$ cat src/rtl/sort_pkg.sv
`default_nettype none
// +----------------------------------------------------------------------------+
// | sort_pkg                                                                   |
// | Shared constants and types for the four-entry sorter read side.            |
// | Rev 1.0 - initial release                                                  |
// +----------------------------------------------------------------------------+
package sort_pkg;

  localparam int NUM_ELEMS     = 4;
  localparam int DEFAULT_WIDTH = 4;

  typedef enum logic [0:0] {
    RD_IDLE = 1'b0,
    RD_SEND = 1'b1
  } reader_state_t;

  typedef logic [1:0] elem_idx_t;

endpackage
`default_nettype wire

$ cat src/rtl/multiplexer_four_input.sv
`default_nettype none
// +----------------------------------------------------------------------------+
// | multiplexer_four_input                                                     |
// | Combinational 4:1 selector of WIDTH-bit words.                             |
// | Rev 1.0 - initial release                                                  |
// +----------------------------------------------------------------------------+
module multiplexer_four_input
  import sort_pkg::*;
#(
  parameter int WIDTH = DEFAULT_WIDTH
) (
  input  logic [WIDTH-1:0] in0,
  input  logic [WIDTH-1:0] in1,
  input  logic [WIDTH-1:0] in2,
  input  logic [WIDTH-1:0] in3,
  input  elem_idx_t        sel,
  output logic [WIDTH-1:0] data_out
);

  always_comb begin
    data_out = in0;
    case (sel)
      2'd0:    data_out = in0;
      2'd1:    data_out = in1;
      2'd2:    data_out = in2;
      2'd3:    data_out = in3;
      default: data_out = in0;
    endcase
  end

endmodule
`default_nettype wire

$ cat src/rtl/sort_result_reader.sv
`default_nettype none
// +----------------------------------------------------------------------------+
// | sort_result_reader                                                         |
// | Snapshots the four sorted words and streams them over valid/ready.        |
// | Optional macro: SORT_READER_ORDER_CHECK_EN (sticky order_err detection).   |
// | Rev 1.0 - initial release                                                  |
// +----------------------------------------------------------------------------+
module sort_result_reader
  import sort_pkg::*;
#(
  parameter int WIDTH = DEFAULT_WIDTH
) (
  input  logic             clk,
  input  logic             rst_n,
  input  logic             start,
  input  logic             descending,
  input  logic [WIDTH-1:0] first_reg,
  input  logic [WIDTH-1:0] second_reg,
  input  logic [WIDTH-1:0] third_reg,
  input  logic [WIDTH-1:0] fourth_reg,
  input  logic             clear,
  output logic [WIDTH-1:0] readdata,
  output logic             valid,
  input  logic             ready,
  output logic [1:0]       index,
  output logic             last,
  output logic             busy,
  output logic             overrun,
  output logic             order_err
);

  reader_state_t    r_state;
  logic [WIDTH-1:0] r_snap [NUM_ELEMS];
  elem_idx_t        r_index;
  logic             r_dir;
  logic             r_valid;
  logic             r_busy;
  logic             r_overrun;

  logic             w_xfer;
  logic             w_final;
  logic             w_capture;
  elem_idx_t        w_sel;
  logic [WIDTH-1:0] w_mux_data;

  assign w_xfer    = r_valid & ready;
  assign w_final   = w_xfer & (r_index == 2'd3);
  // A start is honoured when idle or when it lands on the closing beat.
  assign w_capture = start & ((r_state == RD_IDLE) | w_final);

  always_ff @(posedge clk or negedge rst_n) begin
    if (!rst_n) begin
      r_state   <= RD_IDLE;
      r_index   <= '0;
      r_dir     <= 1'b0;
      r_valid   <= 1'b0;
      r_busy    <= 1'b0;
      r_overrun <= 1'b0;
      for (int k = 0; k < NUM_ELEMS; k++) begin
        r_snap[k] <= '0;
      end
    end else begin
      if (clear) begin
        r_overrun <= 1'b0;
      end
      if (start && !w_capture) begin
        r_overrun <= 1'b1;
      end

      if (w_capture) begin
        r_snap[0] <= first_reg;
        r_snap[1] <= second_reg;
        r_snap[2] <= third_reg;
        r_snap[3] <= fourth_reg;
        r_dir     <= descending;
      end

      case (r_state)
        RD_IDLE: begin
          if (start) begin
            r_state <= RD_SEND;
            r_index <= '0;
            r_valid <= 1'b1;
            r_busy  <= 1'b1;
          end
        end
        RD_SEND: begin
          if (w_xfer) begin
            if (r_index == 2'd3) begin
              r_index <= '0;
              if (!start) begin
                r_state <= RD_IDLE;
                r_valid <= 1'b0;
                r_busy  <= 1'b0;
              end
            end else begin
              r_index <= r_index + 2'd1;
            end
          end
        end
        default: begin
          r_state <= RD_IDLE;
          r_valid <= 1'b0;
          r_busy  <= 1'b0;
        end
      endcase
    end
  end

  // Inverting the index walks the snapshot from the top for descending order.
  assign w_sel = r_dir ? ~r_index : r_index;

  multiplexer_four_input #(
    .WIDTH (WIDTH)
  ) u_out_mux (
    .in0      (r_snap[0]),
    .in1      (r_snap[1]),
    .in2      (r_snap[2]),
    .in3      (r_snap[3]),
    .sel      (w_sel),
    .data_out (w_mux_data)
  );

  assign readdata = r_valid ? w_mux_data : '0;
  assign valid    = r_valid;
  assign busy     = r_busy;
  assign index    = r_index;
  assign last     = r_valid & (r_index == 2'd3);
  assign overrun  = r_overrun;

`ifdef SORT_READER_ORDER_CHECK_EN
  logic w_order_bad;
  logic r_order_err;

  assign w_order_bad = (first_reg > second_reg) | (second_reg > third_reg) |
                       (third_reg > fourth_reg);

  always_ff @(posedge clk or negedge rst_n) begin
    if (!rst_n) begin
      r_order_err <= 1'b0;
    end else begin
      if (clear) begin
        r_order_err <= 1'b0;
      end
      if (w_capture && w_order_bad) begin
        r_order_err <= 1'b1;
      end
    end
  end

  assign order_err = r_order_err;
`else
  assign order_err = 1'b0;
`endif

endmodule
`default_nettype wire

$ cat config.mk
export PLATFORM = sky130hd
export DESIGN_NAME = sort_result_reader
export DESIGN_NICKNAME = d
export VERILOG_FILES = /design/src/rtl/sort_pkg.sv /design/src/rtl/multiplexer_four_input.sv /design/src/rtl/sort_result_reader.sv
export SDC_FILE = /design/constraint.sdc
export NUM_CORES = 1
export LEC_CHECK = 0
export CAP_MARGIN = 20
export CELL_PAD_IN_SITES_DETAIL_PLACEMENT = 0
export CELL_PAD_IN_SITES_GLOBAL_PLACEMENT = 1
export CORE_MARGIN = 1.5
export CORE_UTILIZATION = 37
export CTS_CLUSTER_DIAMETER = 200
export DETAILED_ROUTE_END_ITERATION = 10
export PLACE_DENSITY = 0.82
export REMOVE_ABC_BUFFERS = 1
export SLEW_MARGIN = 5
export SYNTH_ARGS = -nofsm -noshare
export SYNTH_HDL_FRONTEND = slang
export SYNTH_SLANG_ARGS = --single-unit
$ cat constraint.sdc
create_clock -name clk -period 2.2 [get_ports clk]
set_input_delay 0.33 -clock clk [delete_from_list [all_inputs] [get_ports clk]]
set_output_delay 0.33 -clock clk [all_outputs]
set_load 0.01 [all_outputs]
==> impl_metrics.yaml <==
status:
  status: "finished clean"
clock_network:
  cts.path.max_buffers: 2
  cts_tree: "done"
  clk_pin_slew_ps: 120
  htreeDepth: 1
  clockRootBuffer: "clkbuf_4"
  cts_buffers: 3
  clk_latency_ps: 310
  cts_hold_buf: 0
  cts_num_sinks: 22
timing:
  period_share_pct: 93.15
  final-max-slew-violation-count: 0
  rsz0062_at_grt: "false"
  skew_ps: 1.143
  max_freq_ghz: 0.4880
  finalHoldViolCount: 0
  finalSetupViolCount: 0
  final.min_clock_period_ps: 2049
  finalSetupTns_ps: 0
floorplanning:
  core_sq_mm: 0.003053
  die_area_sq_mm: 0.003540
  pin_count: 33
  die_w_um: 59.50
  start_util_pct: 38.69
  rows: 20
  fp.dieH_um: 59.50
detailed_routing:
  drc: 0
  detail-route-antenna-nets: 0
  viasPerCell: 4.949
  num_vias: 876
  drt_iter0_markers: 26
  wire_per_inst_um: 13.13
  dr.pass1.iters: 4
  totalWireLength_um: 2324
worst_setup_path:
  start_kind: "flop"
  crit_path_max_fanout: 9
  crit_type: "flop to output port"
  crit_start: "index[1]"
  crit_required_ps: 1870
  worst_setup_path_end_kind: "output port"
  reg2reg_depth: 7
  crit_end: "readdata[0]"
  r2r_start: "index[1]"
  rrSetupSlack_ps: 400
  rr_endpoint: "r_snap[1]"
  cp.arrival_ps: 1720
finish:
  nets: 157
  antenna_cells: 0
  syn_to_final_growth_pct: 35.17
  drive_above_1_share_pct: 31.58
  fin_cells: 177
  fill_cells: 294
synth:
  synth-seq-area-share_pct: 46.61
  syn_avg_cell_area_sq_um: 12.18
  syn_area_sq_mm: 0.001181
  yosys-top-cells-area: "dfrtp_1 (47%), mux2_4 (13%), mux2_2 (12%)"
  synth_top_area_share_pct: 46.61
  yosys.cell_types.count: 27
  netlist_instances: 97
  ys_ff_latch: 22
  yosys.area.top_type: "dfrtp_1"
  yosysWarningCount: 0
grt:
  grt_pass1_wl_um: 4084
  track_usage_pct: 15.52
  met1_usage_pct: 19.73
  antenna_found_initial: 0
  grt_busiest_layer: "met2"
  grt_pass1_vias: 863
  grt_max_degree: 23
  grt-ovfl-total: 0
  grtUsageMet2_pct: 25.43
  use_met3_pct: 4.585
placed_design:
  io_buffers: 31
  dp.cells: 171
  dpl.hpwl_um: 1769
  gp_congestion: 0.6852
flow_run:
  maxCapViolCount: 0
power:
  power_leakage_nw: 0.7026
  max-vdd-ir-drop_v: 0.0005708
  p_per_area_mw_per_mm2: 1259
hold_path:
  hold_path_class: "input port to async pin"
## worst min-delay path by stage
stage / start / endpoint / slack, ps
5_1_grt: rst_n / r_snap[5] / 380
3_3_place_gp: r_snap[10] / r_snap[10] / 500
4_1_cts: rst_n / r_snap[9] / 350
2_1_floorplan: rst_n / busy / 30
3_5_place_dp: r_snap[10] / r_snap[10] / 500
6_report: rst_n / r_snap[9] / 350
## repair_timing
action | in CTS | in global routing
gates cloned | 0 | 0
gates resized for setup | 7 | 7
setup endpoints to repair | 4 | 5
endpoints found under the hold margin | 0 | 0
setup buffers | 1 | 1
## placed cells by master, fill, tap and decap left out, types with 2 or more instances in the layout
cell type,instances
o22ai_1,5
clkdlybuf4s50_1,26
nor3_1,2
o21ai_0,3
nand2_1,6
mux2_4,10
buf_4,6
clkbuf_4,3
inv_1,3
a21oi_1,2
nor2_1,5
dfrtp_1,20
dfrtp_2,2
o221ai_1,3
mux2_2,13
nor2b_1,2
clkdlybuf4s15_1,2
mux2i_1,3
clkbuf_2,2
nand2b_1,2
## power by group
part           switching [W]  total, W  internal [W]  leakage, nW
combinational       0.000402   0.00103      0.000629        0.420
sequential          0.000164  0.000759      0.000595        0.261
clock               0.000119  0.000220      0.000101       0.0210
## area by class of cell
class                           count  area (sq um)  share of cell area (%)
Timing Repair Buffer               38         367.9                   23.04
Clock buffer                        4         36.28                   2.273
Sequential cell                    22         553.0                   34.64
Multi-Input combinational cell     66         573.1                   35.89
Tap cell                           44         55.05                   3.448
Inverter                            3         11.26                  0.7053
## through the flow
step                      instance area, sq um  setup WS [ps]  utilization [%]  hold WS (ps)  power, W
after floorplan                           1132          208.4                -         34.41  0.001378
after global placement                    1548          161.4            50.70         497.3  0.001778
after detailed placement                  1548          110.3            50.70         498.5  0.001805
after CTS                                 1592          36.97            52.13         353.7  0.002016
after global routing                      1597          2.755            52.30         378.2  0.002169
final                                     1597          150.7            52.30         348.7  0.002010
## cells by family (layout without fill, tap and decap cells)
logic type	Yosys count	count (layout)	synth area share [%]
multiplexers	26	26	27.65
flip-flops	22	22	46.61
AND/OR/NAND/NOR	22	22	9.428
AO/OA/AOI/OAI	15	15	9.111
buffers and inverters	9	45	5.084
adder cells (fa/ha/maj)	1	1	1.059
other	1	1	0.3175
XOR/XNOR	1	1	0.7417
## critical path, cell delays in order (launching register included)
cell             delay (ps)
dfrtp_2                 420
buf_4                   180
mux2_2                  340
o22ai_1                 180
nor2_1                   70
clkdlybuf4s15_1         230
## sequential cells by signal (all words and copies together), names as in the netlist
name and flops:
r_snap 16, r_state 1, r_dir 1, index 2, busy 1, overrun 1
## cell usage after synthesis (all sizes together)
| cell type | count |
|---|---|
| a21oi | 3 |
| and3 | 1 |
| nor2b | 2 |
| nor2 | 6 |
| buf | 5 |
| nand3b | 1 |
| nand2 | 6 |
| clkbuf | 1 |
| o21ai | 3 |
| nand3 | 1 |
| nand2b | 2 |
| nor3 | 2 |
| inv | 3 |
| o22ai | 5 |
| xor2 | 1 |
| dfrtp | 22 |
| and2 | 1 |
| a41oi | 1 |
| mux2 | 23 |
| mux2i | 3 |
| ha | 1 |
| conb | 1 |
| o221ai | 3 |
## per-layer routing
| layer | up-vias | wire length [um] |
|---|---|---|
| li1 | 416 | - |
| met2 | 20 | 1117 |
| met1 | 438 | 1066 |
| met3 | 2 | 112 |
| met5 | - | 0 |
| met4 | 0 | 27 |
Note: power is estimated with default switching activity, not from simulation.
